<file path="src/rtl/bloom_query.sv">
// Bloom filter membership query engine: snapshots the filter on accept, probes
// one hash index per cycle with early exit on a zero bit, and keeps saturating stats.
module bloom_query #(
  parameter int d_size   = 8,
  parameter int bl_size  = 32,
  parameter int num_hash = 3,
  parameter int cnt_w    = 16
) (
  input  logic               clk,
  input  logic               reset_n,
  input  logic [bl_size-1:0] bl_in,
  input  logic [d_size-1:0]  q_data,
  input  logic               q_valid,
  output logic               q_ready,
  output logic               r_valid,
  input  logic               r_ready,
  output logic               r_match,
  output logic               busy,
  output logic [cnt_w-1:0]   q_count,
  output logic [cnt_w-1:0]   hit_count
);

  localparam int IW = $clog2(bl_size);

  localparam logic [1:0] S_IDLE  = 2'd0;
  localparam logic [1:0] S_PROBE = 2'd1;
  localparam logic [1:0] S_RESP  = 2'd2;

  localparam logic [1:0] LAST_I = 2'(num_hash - 1);

  logic [1:0]         state_q, state_d;
  logic [d_size-1:0]  key_q, key_d;
  logic [bl_size-1:0] snap_q, snap_d;
  logic [1:0]         i_q, i_d;
  logic               pend_q, pend_d;
  logic               bit_q, bit_d;
  logic               match_q, match_d;
  logic [cnt_w-1:0]   q_count_q, q_count_d;
  logic [cnt_w-1:0]   hit_count_q, hit_count_d;

  logic [IW-1:0]      h [4];
  logic [1:0]         sel;
  logic               probe_bit;

  function automatic logic [IW-1:0] hash_idx(input logic [d_size-1:0] key, input int k);
    logic [2*d_size-1:0] dbl;
    logic [d_size-1:0]   rot;
    logic [d_size-1:0]   salt;
    int                  amt;
    amt  = (3 * k) % d_size;
    dbl  = {key, key} << amt;
    rot  = dbl[2*d_size-1 -: d_size];
    salt = d_size'(k * 91);
    return IW'(rot ^ salt);
  endfunction

  always_comb begin
    for (int k = 0; k < 4; k++) begin
      h[k] = hash_idx(key_q, k);
    end
  end

  // The probed bit is registered, so each probe decision lands one cycle after its fetch.
  assign sel       = pend_q ? (i_q + 2'd1) : i_q;
  assign probe_bit = snap_q[h[sel]];

  always_comb begin
    state_d     = state_q;
    key_d       = key_q;
    snap_d      = snap_q;
    i_d         = i_q;
    pend_d      = pend_q;
    bit_d       = bit_q;
    match_d     = match_q;
    q_count_d   = q_count_q;
    hit_count_d = hit_count_q;
    case (state_q)
      S_IDLE: begin
        if (q_valid) begin
          state_d = S_PROBE;
          key_d   = q_data;
          snap_d  = bl_in;
          i_d     = 2'd0;
          pend_d  = 1'b0;
          match_d = 1'b0;
          if (q_count_q != {cnt_w{1'b1}}) q_count_d = q_count_q + cnt_w'(1);
        end
      end
      S_PROBE: begin
        if (!pend_q) begin
          bit_d  = probe_bit;
          pend_d = 1'b1;
        end else if (!bit_q) begin
          match_d = 1'b0;
          pend_d  = 1'b0;
          state_d = S_RESP;
        end else if (i_q == LAST_I) begin
          match_d = 1'b1;
          pend_d  = 1'b0;
          state_d = S_RESP;
        end else begin
          i_d   = i_q + 2'd1;
          bit_d = probe_bit;
        end
      end
      S_RESP: begin
        if (r_ready) begin
          state_d = S_IDLE;
          if (match_q && (hit_count_q != {cnt_w{1'b1}})) hit_count_d = hit_count_q + cnt_w'(1);
        end
      end
      default: state_d = S_IDLE;
    endcase
  end

  always_ff @(posedge clk or negedge reset_n) begin
    if (!reset_n) begin
      state_q     <= S_IDLE;
      key_q       <= '0;
      snap_q      <= '0;
      i_q         <= '0;
      pend_q      <= 1'b0;
      bit_q       <= 1'b0;
      match_q     <= 1'b0;
      q_count_q   <= '0;
      hit_count_q <= '0;
    end else begin
      state_q     <= state_d;
      key_q       <= key_d;
      snap_q      <= snap_d;
      i_q         <= i_d;
      pend_q      <= pend_d;
      bit_q       <= bit_d;
      match_q     <= match_d;
      q_count_q   <= q_count_d;
      hit_count_q <= hit_count_d;
    end
  end

  assign q_ready   = (state_q == S_IDLE);
  assign r_valid   = (state_q == S_RESP);
  assign r_match   = r_valid & match_q;
  assign busy      = (state_q != S_IDLE);
  assign q_count   = q_count_q;
  assign hit_count = hit_count_q;

endmodule

</file>
<file path="config.mk">
export PLATFORM = sky130hd
export DESIGN_NAME = bloom_query
export DESIGN_NICKNAME = d
export VERILOG_FILES = /design/src/rtl/bloom_query.sv
export SDC_FILE = /design/constraint.sdc
export NUM_CORES = 1
export LEC_CHECK = 0
export ABC_AREA = 1
export CELL_PAD_IN_SITES_DETAIL_PLACEMENT = 0
export CELL_PAD_IN_SITES_GLOBAL_PLACEMENT = 1
export CORE_MARGIN = 10
export CORE_UTILIZATION = 38
export DETAILED_ROUTE_END_ITERATION = 8
export GPL_TIMING_DRIVEN = 0
export PLACE_DENSITY_LB_ADDON = 0.12
export SYNTH_ARGS = -nofsm -noshare
export SYNTH_HDL_FRONTEND = slang
export SYNTH_SLANG_ARGS = --single-unit
export TNS_END_PERCENT = 50
</file>
<file path="constraint.sdc">
create_clock -name clk -period 2.72 [get_ports clk]
set_input_delay 0.408 -clock clk [delete_from_list [all_inputs] [get_ports clk]]
set_output_delay 0.408 -clock clk [all_outputs]
set_load 0.03 [all_outputs]
</file>
==> summary by stage <==
STA
At the pin with the least slew margin, the transition time is 0.5378 ns. The fraction of the cycle the final worst path needs is 0.8797. The tightest hold path in the finished design has a slack of 0.02594 ns. The max-slew violation count is 0.

Setup repair after global routing left no endpoint under its margin. The worst clock skew is 0.009592 ns. The number of endpoints with negative hold slack in the final report is 0. Static timing analysis puts the maximum clock frequency at 0.4179 GHz. The minimum period implied by the final worst setup slack is 2.393 ns. The worst slew slack as a fraction of its limit is 0.6415. The number of endpoints failing setup at the final stage is 0.

Synthesis
The combined area of all synthesized cells is 3964 µm². Yosys printed 0 warnings. Synthesis produced 483 cells. The synthesized net count is 530. The share of the Yosys chip area taken by registers is 0.4987. Counting distinct cell types in the post-synthesis netlist gives 32. The post-synthesis area per instance is 8.207 µm². The synthesized flop and latch total is 79.

Floorplan
The starting density of the core is 0.3874. The die outline area is 14920 µm². The boundary pin count is 80. The floorplan die width is 122.1 µm. The die extent in y is 122.1 µm. In this run the core area contains 37 standard-cell rows. After floorplanning, the core was sized to cover 10230 µm².

Cells and area
The share of post-route cells with drive strength above 1 is 0.07945. The filler-free cell count of the finished design is 715. The final net count is 621. The library cells used most frequently in the layout, excluding fill and tap cells, are 131 x nand2_1, 79 x dfrtp_1, 78 x clkdlybuf4s50_1, 70 x inv_1, 52 x nand3_1. The number of antenna repair diodes is 0. The area growth from synthesis to layout is 29.07%. Leaving out fill and tap cells, the most frequent cell in the layout is nand2_1.

Worst setup path
For the worst setup path, the data arrival time is 2.64 ns. The element type at the critical path end is a flip-flop. In this run the register-to-register setup slack is 0.33 ns.

The critical-path maximum fanout is 10. The most critical setup path has its startpoint at i_q[0]. The worst endpoint required time is 2.97 ns. The critical path is of the flip-flop to flip-flop type. The kind of start point of the critical path is a flip-flop. The source of the worst register-to-register timing path is i_q[0].

Drt
The detailed router put a total of 4.467 mm of wire on met1. The number of violations reported at the end of detailed-routing iteration 0 is 198. The highest metal layer carrying signal wires in the routed design is met4. The total wire length is 9.750 mm. In the detailed route, the total length drawn on met2 is 4.573 mm. The routed via count is 3351.

In this run the remaining antenna-violating nets after routing total 0. The post-detailed-route DRC marker count is 0. The detail-routed via count per cell is 4.687. The first TritonRoute pass finished after 4 iterations. The per-cell routed wire length is 13.64 µm.

The routed wire length on met3 is 583 µm.

Place
The congestion estimate from routability-driven global placement came to 0.8024. The number of cells after detailed placement is 699. Summed over all nets, the half-perimeter wirelength after detailed placement is 7.427 mm. The number of port buffers is 79.

CTS
The clock tree from TritonCTS is built. The CTS sink count is 79. The number of clock buffers added by TritonCTS is 9. The post-CTS setup buffer count is 0.

Clock-pin slew was measured on the worst setup and hold paths at 0.08 ns. The maximum clock path buffer count is 2. The clock insertion delay at the later pin of the skew report is 0.35 ns. The H-tree was split into 3 levels. The CTS root buffer is clkbuf_8. The number of instances resized during post-cts repair is 0. The hold-fix buffer count after cts is 0.

Power and ir drop
The power per cell area is 1096 nW/µm². The analysis attributes to cell leakage a power of 2.483 nW. VDD sags by at most 0.5485 mV.

Run status
The run finished with clean final reports.

Global routing
Across every metal layer, demand over resource in global routing totals 0.1367. The number of global-route vias before repair is 3399. Entering global routing, the biggest net connects 42 pins.

The total overflow reported by the global router is 0. The first global-routing pass estimated 16.57 mm of wire. The initial antenna violation count was 0.

Job
Max-cap violations in this run came to 0.

Hold path
The min-delay analysis places its worst path in the category primary input to async pin.
[where the power goes]
part / switching (mW) / internal (mW)
clock: 0.438 / 0.351
combinational: 1.96 / 1.09
sequential: 0.201 / 1.57
[worst max-delay path: stages, from the launching register on]
cell	delay, ns
dfrtp_1	0.40
inv_1	0.15
ha_1	0.27
nand2_1	0.12
o21ai_4	0.11
inv_2	0.11
nand3_2	0.11
nand2_2	0.17
buf_4	0.21
nand2_1	0.07
nand3_1	0.06
nand3_1	0.08
nand3_1	0.10
nand2_1	0.08
nand2_1	0.07
nand3_1	0.07
nand2_1	0.07
inv_1	0.03
[path summary, 6_finish.rpt]
check / end / cells past startpoint
max in group asynchronous: snap_q[20] / 2
worst min-delay path: match_q / 1
min in group clk: hit_count[15] / 1
worst max register to register: bit_q / 17
worst max-delay path: bit_q / 17
worst min register to register: hit_count[15] / 1
[flip-flops by register name (all words and copies together) (netlist names), 2 cells and up]
register and flops:
hit_count 16, state_q 2, snap_q 32, key_q 8, i_q 2, q_count 16
[layer usage]
layer  global-route usage  vias to the layer above
met5                    0                        -
met2               0.2187                       61
met4              0.03756                        0
li1                     -                     1694
met1               0.1746                     1585
met3              0.04302                       11
[area by class of cell]
type / count / area, µm²
tap: 136 / 170.2
fill: 1020 / 5115
clock buffer: 10 / 137.6
timing repair buffer: 80 / 808.3
clock inverter: 6 / 36.28
sequential: 79 / 1977
multi-input combinational: 318 / 1635
inverter: 74 / 280.3
buffer: 12 / 71.32
[cells by family (layout without fill, tap and decap cells)]
family	count (synthesis)	after routing	synth area share
buf+inv	86	182	0.08870
compound gates	52	52	0.06945
flops	79	79	0.4987
fa+ha+maj	3	3	0.009471
simple gates	233	233	0.2674
xor+xnor	30	30	0.06629
[Yosys cell counts (all sizes together)]
cell type  instances  share of area
dfrtp             79           0.50
nand4              4         0.0079
clkbuf             6         0.0057
inv               74          0.071
o32ai              1         0.0022
a21oi              4         0.0051
nor4               3         0.0063
buf                6          0.012
ha                 3         0.0095
nor3               7          0.010
xor2              18          0.040
nand3             54          0.071
xnor2             12          0.027
nand3b             2         0.0047
o21ai             47          0.062
nand2            140           0.14
nor2              23          0.026
[through the flow]
stage	cell area, µm²	TNS [ns]	util	power (mW)	setup slack [ns]
2_1_floorplan	3964	0	-	3.970	0.7402
3_3_place_gp	4925	-132.40	0.4814	4.833	-1.680
3_5_place_dp	4942	0	0.4831	4.870	0.3014
4_1_cts	5116	0	0.5001	5.699	0.3107
5_1_grt	5116	0	0.5001	6.187	0.1092
6_report	5116	0	0.5001	5.609	0.3272
Note: power is estimated with default switching activity, not from simulation.
